$ cat src/rtl/tx_frame_arbiter.sv
// tx_frame_arbiter: frame-granular round-robin arbiter that shares one MAC
// transmit AXI-Stream input between NUM_SRC requesters. A grant is held until
// the granted frame's last beat. Frames reaching MAX_LEN beats without tlast
// are cut: the MAX_LEN-th beat is forced to tlast and the rest of the source
// frame is drained and discarded.
module tx_frame_arbiter #(
    parameter int NUM_SRC = 4,
    parameter int MAX_LEN = 1518,
    parameter int LEN_W   = 11,
    parameter int ID_W    = 2
) (
    input  logic                   sys_clk,
    input  logic                   sys_rstn,
    input  logic [NUM_SRC-1:0]     src_en,
    input  logic [NUM_SRC*8-1:0]   s_tdata,
    input  logic [NUM_SRC-1:0]     s_tvalid,
    input  logic [NUM_SRC-1:0]     s_tlast,
    output logic [NUM_SRC-1:0]     s_tready,
    output logic [7:0]             m_tdata,
    output logic                   m_tvalid,
    output logic                   m_tlast,
    input  logic                   m_tready,
    output logic [ID_W-1:0]        grant_id,
    output logic                   busy,
    output logic                   frame_trunc
);

    typedef enum logic [1:0] {
        ST_IDLE = 2'd0,
        ST_DATA = 2'd1,
        ST_DROP = 2'd2
    } state_t;

    state_t            r_state;
    logic [ID_W-1:0]   r_grant;
    logic [ID_W-1:0]   r_rr_ptr;
    logic [LEN_W-1:0]  r_beat_cnt;
    logic              r_trunc;

    logic [NUM_SRC-1:0] w_req;
    logic               w_found;
    logic [ID_W-1:0]    w_win;
    logic               w_src_valid;
    logic               w_src_last;
    logic               w_at_max;
    logic               w_beat;

    assign w_req       = s_tvalid & src_en;
    assign w_src_valid = s_tvalid[r_grant];
    assign w_src_last  = s_tlast[r_grant];
    assign w_at_max    = (r_beat_cnt == LEN_W'(MAX_LEN - 1));
    assign w_beat      = (r_state == ST_DATA) & w_src_valid & m_tready;

    assign grant_id    = r_grant;
    assign busy        = (r_state != ST_IDLE);
    assign frame_trunc = r_trunc;

    // Round-robin winner search: first requester after the last served one.
    always_comb begin
        w_found = 1'b0;
        w_win   = '0;
        for (int k = 1; k <= NUM_SRC; k++) begin
            if (!w_found && w_req[(int'(r_rr_ptr) + k) % NUM_SRC]) begin
                w_found = 1'b1;
                w_win   = ID_W'((int'(r_rr_ptr) + k) % NUM_SRC);
            end else begin
                w_found = w_found;
            end
        end
    end

    // Datapath mux and per-source ready steering based on state and grant.
    always_comb begin
        s_tready = '0;
        m_tdata  = 8'h00;
        m_tvalid = 1'b0;
        m_tlast  = 1'b0;
        case (r_state)
            ST_DATA: begin
                m_tdata           = s_tdata[8*int'(r_grant) +: 8];
                m_tvalid          = w_src_valid;
                m_tlast           = w_src_last | w_at_max;
                s_tready[r_grant] = m_tready;
            end
            ST_DROP: begin
                s_tready[r_grant] = 1'b1;
            end
            default: begin
                s_tready = '0;
            end
        endcase
    end

    // Arbitration FSM: grant, beat counting, length guard and drain.
    always_ff @(posedge sys_clk or negedge sys_rstn) begin
        if (!sys_rstn) begin
            r_state    <= ST_IDLE;
            r_grant    <= '0;
            r_rr_ptr   <= ID_W'(NUM_SRC - 1);
            r_beat_cnt <= '0;
            r_trunc    <= 1'b0;
        end else begin
            r_trunc <= 1'b0;
            case (r_state)
                ST_IDLE: begin
                    if (w_found) begin
                        r_grant    <= w_win;
                        r_beat_cnt <= '0;
                        r_state    <= ST_DATA;
                    end else begin
                        r_state <= ST_IDLE;
                    end
                end
                ST_DATA: begin
                    if (w_beat) begin
                        r_beat_cnt <= r_beat_cnt + LEN_W'(1);
                        if (w_src_last) begin
                            r_rr_ptr <= r_grant;
                            r_state  <= ST_IDLE;
                        end else if (w_at_max) begin
                            // Runaway frame: downstream already saw a forced tlast.
                            r_rr_ptr <= r_grant;
                            r_trunc  <= 1'b1;
                            r_state  <= ST_DROP;
                        end else begin
                            r_state <= ST_DATA;
                        end
                    end else begin
                        r_state <= ST_DATA;
                    end
                end
                ST_DROP: begin
                    if (s_tvalid[r_grant] && s_tlast[r_grant]) begin
                        r_state <= ST_IDLE;
                    end else begin
                        r_state <= ST_DROP;
                    end
                end
                default: begin
                    r_state <= ST_IDLE;
                end
            endcase
        end
    end

endmodule
$ cat config.mk
export PLATFORM = sky130hd
export DESIGN_NAME = tx_frame_arbiter
export DESIGN_NICKNAME = d
export VERILOG_FILES = /design/src/rtl/tx_frame_arbiter.sv
export SDC_FILE = /design/constraint.sdc
export NUM_CORES = 1
export LEC_CHECK = 0
export ABC_AREA = 1
export ABC_CLOCK_PERIOD_IN_PS = 1900
export CORE_ASPECT_RATIO = 1.2
export CORE_MARGIN = 8
export CORE_UTILIZATION = 44
export DETAILED_ROUTE_END_ITERATION = 10
export PLACE_DENSITY_LB_ADDON = 0.08
export SLEW_MARGIN = 20
export SYNTH_ARGS = -nofsm -noshare
export SYNTH_HDL_FRONTEND = slang
export SYNTH_SLANG_ARGS = --single-unit
$ cat constraint.sdc
create_clock -name sys_clk -period 1.9 [get_ports sys_clk]
set_input_delay 0.19 -clock sys_clk [delete_from_list [all_inputs] [get_ports sys_clk]]
set_output_delay 0.19 -clock sys_clk [all_outputs]
set_load 0.01 [all_outputs]
# Word-level counts from Yosys, hierarchy flattened
# Cells that the tools add are included.
# totals
regBits	18
input_bits	47
output_inout_bits	18
word_cells	95
# op_classes
addsub	5
magnitude_cmp	6
n_eq_ne	5
n_shift	1
mux	45
bitwise	9
n_reduce_logical	19
# ops
cell	n
$shiftx 32x6->8	1
$mux 1	22
$mux 11	2
$pmux 11 s2	1
$mux 2	10
$lt 3x4->1 const B	4
$bmux 1 s2	6
$add 11x1->11 const B	1
$eq 11x11->1 const B	1
$and 4x4->4	2
$mux 8	1
$pmux 4 s2	1
$reduce_or 2->1	4
$pmux 2 s3	1
$reduce_and 3->1	2
$reduce_bool 2->1	3
$logic_and 1x1->1	5
$add 2x1->2 const B	2
$add 2x2->2 const B	2
$and 1x1->1 const A	4
$ne 2x2->1 const B	2
$logic_not 1->1	3
$lt 2x3->1 const B	1
$and 1x1->1	2
other kinds (7)	7

# Longest topological paths before layout
# logic_depth
word_depth	18
ltp_mapped	12
depth_no_buf	11

# Least setup slack after synthesis
# No wires, ideal clock.
# synth_timing
path_kind	register to output
start	register r_state[0]
end	output port m_tvalid
arrival_time_ps	1418
required_time_ps	1710
setup_slack_ps	292
stages_incl_launch_ff	6
n_path_buf	2
cell_sequence	dfrtp_1 > ha_1 > inv_1 > clkbuf_1 > buf_1 > nor2_1
# synth_via
elab_chain_len	2
# synth_rtl
element	line	text
start, declared	34	state_t r_state;
start signal, assigned	97	r_state <= ST_IDLE;
start signal, assigned	109	r_state <= ST_DATA;
start signal, assigned	111	r_state <= ST_IDLE;
$eq 2x1->1	78	case (r_state)
$mux 1	78	
end, declared	20	output logic m_tvalid,
# Every way passes these cells.

# Final worst setup path
# layout_timing
start	register r_state[1]
end	output port m_tdata[4]
# layout_via
elab_chain_len	2
# layout_rtl
element	line	text
$eq 2x1->1	78	
$mux 8	78	
end, declared	19	output logic [7:0] m_tdata,
# Every way passes these cells.

==> results.toml <==
[run_status]
run_status = "completed"

[pwr]
internal_power_mw = 1.755
power_frac_seq_pct = 18.2
switching_share_pct = 46.81
pwr-share-comb_pct = 72.2
post-layout-total-power_mw = 3.300
power.leakage_nw = 1.382
pwr-share-clk_pct = 9.6
switchingPower_mw = 1.545
p_per_area_mw_per_mm2 = 1225
worst_ir_drop_vdd_uv = 735.1

[layout]
final_cells = 403
layout_commonest_cell = "sky130_fd_sc_hd__nand2_1"
layout.cell_area.non_filler_mm2 = 0.002694
final_cell_mix = "88 x sky130_fd_sc_hd__nand2_1, 50 x sky130_fd_sc_hd__clkdlybuf4s50_1, 28 x sky130_fd_sc_hd__buf_4"
post_route_cells_drive_above_1_share_pct = 22.64
areaGrowthSynthToFinish_pct = 58.08
num_antenna_cells = 0
fin_nets = 403
finalCoreUtilization_pct = 70.59

[setup_path]
critPathSlowestCell = "sky130_fd_sc_hd__dfrtp_1"
maximum_fanout_along_the_worst_path = 5
worstSetupStartpointType = "register"
critical_path_cell_by_cell = "inv_2 -> ha_4 -> buf_6 -> clkinvlp_4 -> buf_4 -> buf_4 -> a21oi_1 -> buf_2"
critical-path-max-stage-delay_ns = 0.39
criticalPathCategory = "register to output pin"
required_ns = 1.71
path_common_cell = "sky130_fd_sc_hd__buf_4"
cp.arrival_ns = 1.64
end_kind = "output pin"

[synth]
synth.yosys.warnings = 0
ys_types = 28
synthCells = 257
synthesis.area_per_instance_um2 = 6.631
synth.net_count = 310
synthesis.area_mm2 = 0.001704
synth.yosys.seq_area_share_pct = 26.58
post_synthesis_register_bit_count = 18

[sta]
layout_min_cycle_time_ns = 1.826
max_slew.worst_pin.slew_ns = 0.3679
skew_ns = 0.003643
postLayoutSetupSlackWorst_ns = 0.07420
number_of_setup_violations_in_the_final_report = 0
timing.final.max_slew_violations = 0
final_sum_of_negative_setup_slack_ns = 0
fin_worst_hold_slack_ns = 0.2051
max-slew-margin-rel_pct = 75.40
grt_setup_unrepaired = "true"
finalHoldViolations = 0
fmax_mhz = 547.7
post-route-period-util_pct = 96.09

[clock_network]
tritoncts = "done"
clkLatencyLatePin_ns = 0.26
clock_tree.htree_level_count = 1
cts_buffers = 3
cts_num_sinks = 18
cts.reportedPaths.clkPinSlew_ns = 0.07
cts_max_path_buffers = 2
post_cts_hold_buffer_count = 0
cts.root.buffer_cell = "sky130_fd_sc_hd__clkbuf_8"

[global_route]
grt_first_pass_wirelength_um = 9087
number_of_global_route_vias_before_repair = 1840
grt_usage_pct = 18.35
grt_remaining_overflow = 0
antenna_violations_before_repair = 0
maximum_number_of_pins_on_one_net_before_global_route_repair = 12

[detailed_routing]
ant_nets = 0
dr.first_iter.drc_count = 92
met2WireLength_um = 3098
routedWlPerCell_um = 14.77
detailedRoute.firstPassIterationCount = 4
dr_wl_met3_um = 343
postRouteWirelength_um = 5953
highest-signal-layer = "met4"
drt_drc_violations_left = 0
route.layer.met1.wl_um = 2338
route.detailed.vias_per_inst = 4.998
via_count = 2014

[placement]
final_gp_congestion = 0.8384
worst_setup_slack_after_placement_ns = 0.01810
detailed_place.area_mm2 = 0.002542
dpl.cell_count = 393
dp_hpwl_um = 4743
port_buffers = 64

[floorplanning]
floorplan.io_pins = 65
initial_utilization_pct = 44.66
fp.dieW_um = 72.81
die_y_um = 84.18
floorplan.die_area_mm2 = 0.006129
floorplan.core_area_mm2 = 0.003816
std_cell_rows = 25

[run]
count_of_max_cap_constraint_violations = 0

[worst_hold_path]
min-delay-path-class = "primary input to async pin"
area by class of cell:
class | count | area (um^2)
Multi-Input combinational cell | 211 | 1142
Inverter | 21 | 85.08
Tap cell | 54 | 67.56
Timing Repair Buffer | 95 | 889.6
Sequential cell | 18 | 454.2
Fill cell | 332 | 1122
Clock buffer | 4 | 55.05
synthesized netlist by cell type:
master                     count  share of area, %
sky130_fd_sc_hd__xor2_1        4               2.1
sky130_fd_sc_hd__inv_4         1              0.37
sky130_fd_sc_hd__xnor2_1       2               1.0
sky130_fd_sc_hd__nor2_4        2               1.3
sky130_fd_sc_hd__nand4_4       1               1.2
sky130_fd_sc_hd__buf_6         4               2.6
sky130_fd_sc_hd__a22oi_1      16               7.0
sky130_fd_sc_hd__nor3_1        6               1.8
sky130_fd_sc_hd__dfrtp_1      16                23
sky130_fd_sc_hd__nand2_2      14               5.1
sky130_fd_sc_hd__buf_2         1              0.29
sky130_fd_sc_hd__nor2_1       20               4.4
sky130_fd_sc_hd__nand2_1      88                19
sky130_fd_sc_hd__a21oi_1      14               4.1
sky130_fd_sc_hd__o22ai_4       1               1.2
sky130_fd_sc_hd__inv_1        16               3.5
sky130_fd_sc_hd__clkbuf_1      1              0.22
sky130_fd_sc_hd__o21ai_0       3              0.88
sky130_fd_sc_hd__nor2_2        2              0.73
sky130_fd_sc_hd__dfstp_2       2               3.1
sky130_fd_sc_hd__nor2_8        1               1.2
sky130_fd_sc_hd__ha_1          6               4.4
sky130_fd_sc_hd__buf_1         1              0.22
sky130_fd_sc_hd__a31oi_1       1              0.37
sky130_fd_sc_hd__nand3_1      27               7.9
sky130_fd_sc_hd__inv_2         4              0.88
sky130_fd_sc_hd__or2_2         1              0.37
sky130_fd_sc_hd__nand4_1       2              0.73
flip-flops by register name, summed over array words and instances, names as in the netlist:
register	count
r_beat_cnt	11
grant_id	2
r_rr_ptr	2
r_state	2
frame_trunc	1
layer usage:
metal | vias to the layer above | global-route usage (%)
li1 | 1023 | -
met1 | 919 | 19.51
met2 | 57 | 33.93
met3 | 15 | 3.576
met4 | 0 | 6.752
met5 | - | 0
cell families after synthesis:
| logic type | Yosys count | share of synthesized area (%) |
|---|---|---|
| AO/OA/AOI/OAI | 35 | 13.58 |
| XOR/XNOR | 6 | 3.084 |
| adder cells (fa/ha/maj) | 6 | 4.405 |
| buffers and inverters | 28 | 8.149 |
| flip-flops | 18 | 26.58 |
| AND/OR/NAND/NOR | 164 | 44.20 |
final timing paths:
kind / start / to / slack [ns] / cells after the start
hold reg to reg: r_beat_cnt[10] / r_beat_cnt[10] / 0.51 / 2
setup / recovery: r_state[1] / m_tdata[4] / 0.07 / 8
min in group sys_clk: r_beat_cnt[10] / r_beat_cnt[10] / 0.51 / 2
max in group asynchronous: sys_rstn / r_state[0] / 1.22 / 2
setup reg to reg: r_state[1] / r_beat_cnt[5] / 0.09 / 11
hold / removal: sys_rstn / r_beat_cnt[0] / 0.21 / 1
critical path: cells and delay by family (launching register included):
kind                     cells  cell delay [ns]
AO/OA/AOI/OAI                1             0.10
adder cells (fa/ha/maj)      1             0.13
buffers and inverters        6             0.75
flip-flops                   1             0.39
power groups by stage:
stage,sequential (mW),clock [mW],combinational [mW]
after detailed placement,0.601,0,2.29
final,0.600,0.315,2.38
after global placement,0.597,0,2.27
after floorplan,0.578,0,1.38
after global routing,0.613,0.327,2.60
after CTS,0.596,0.317,2.28
timing repair:
item                       in CTS  in global routing
setup endpoints to repair      14                 27
setup buffers                   0                  6
gates resized for setup         6                 36
(Power assumes the default switching activity.)
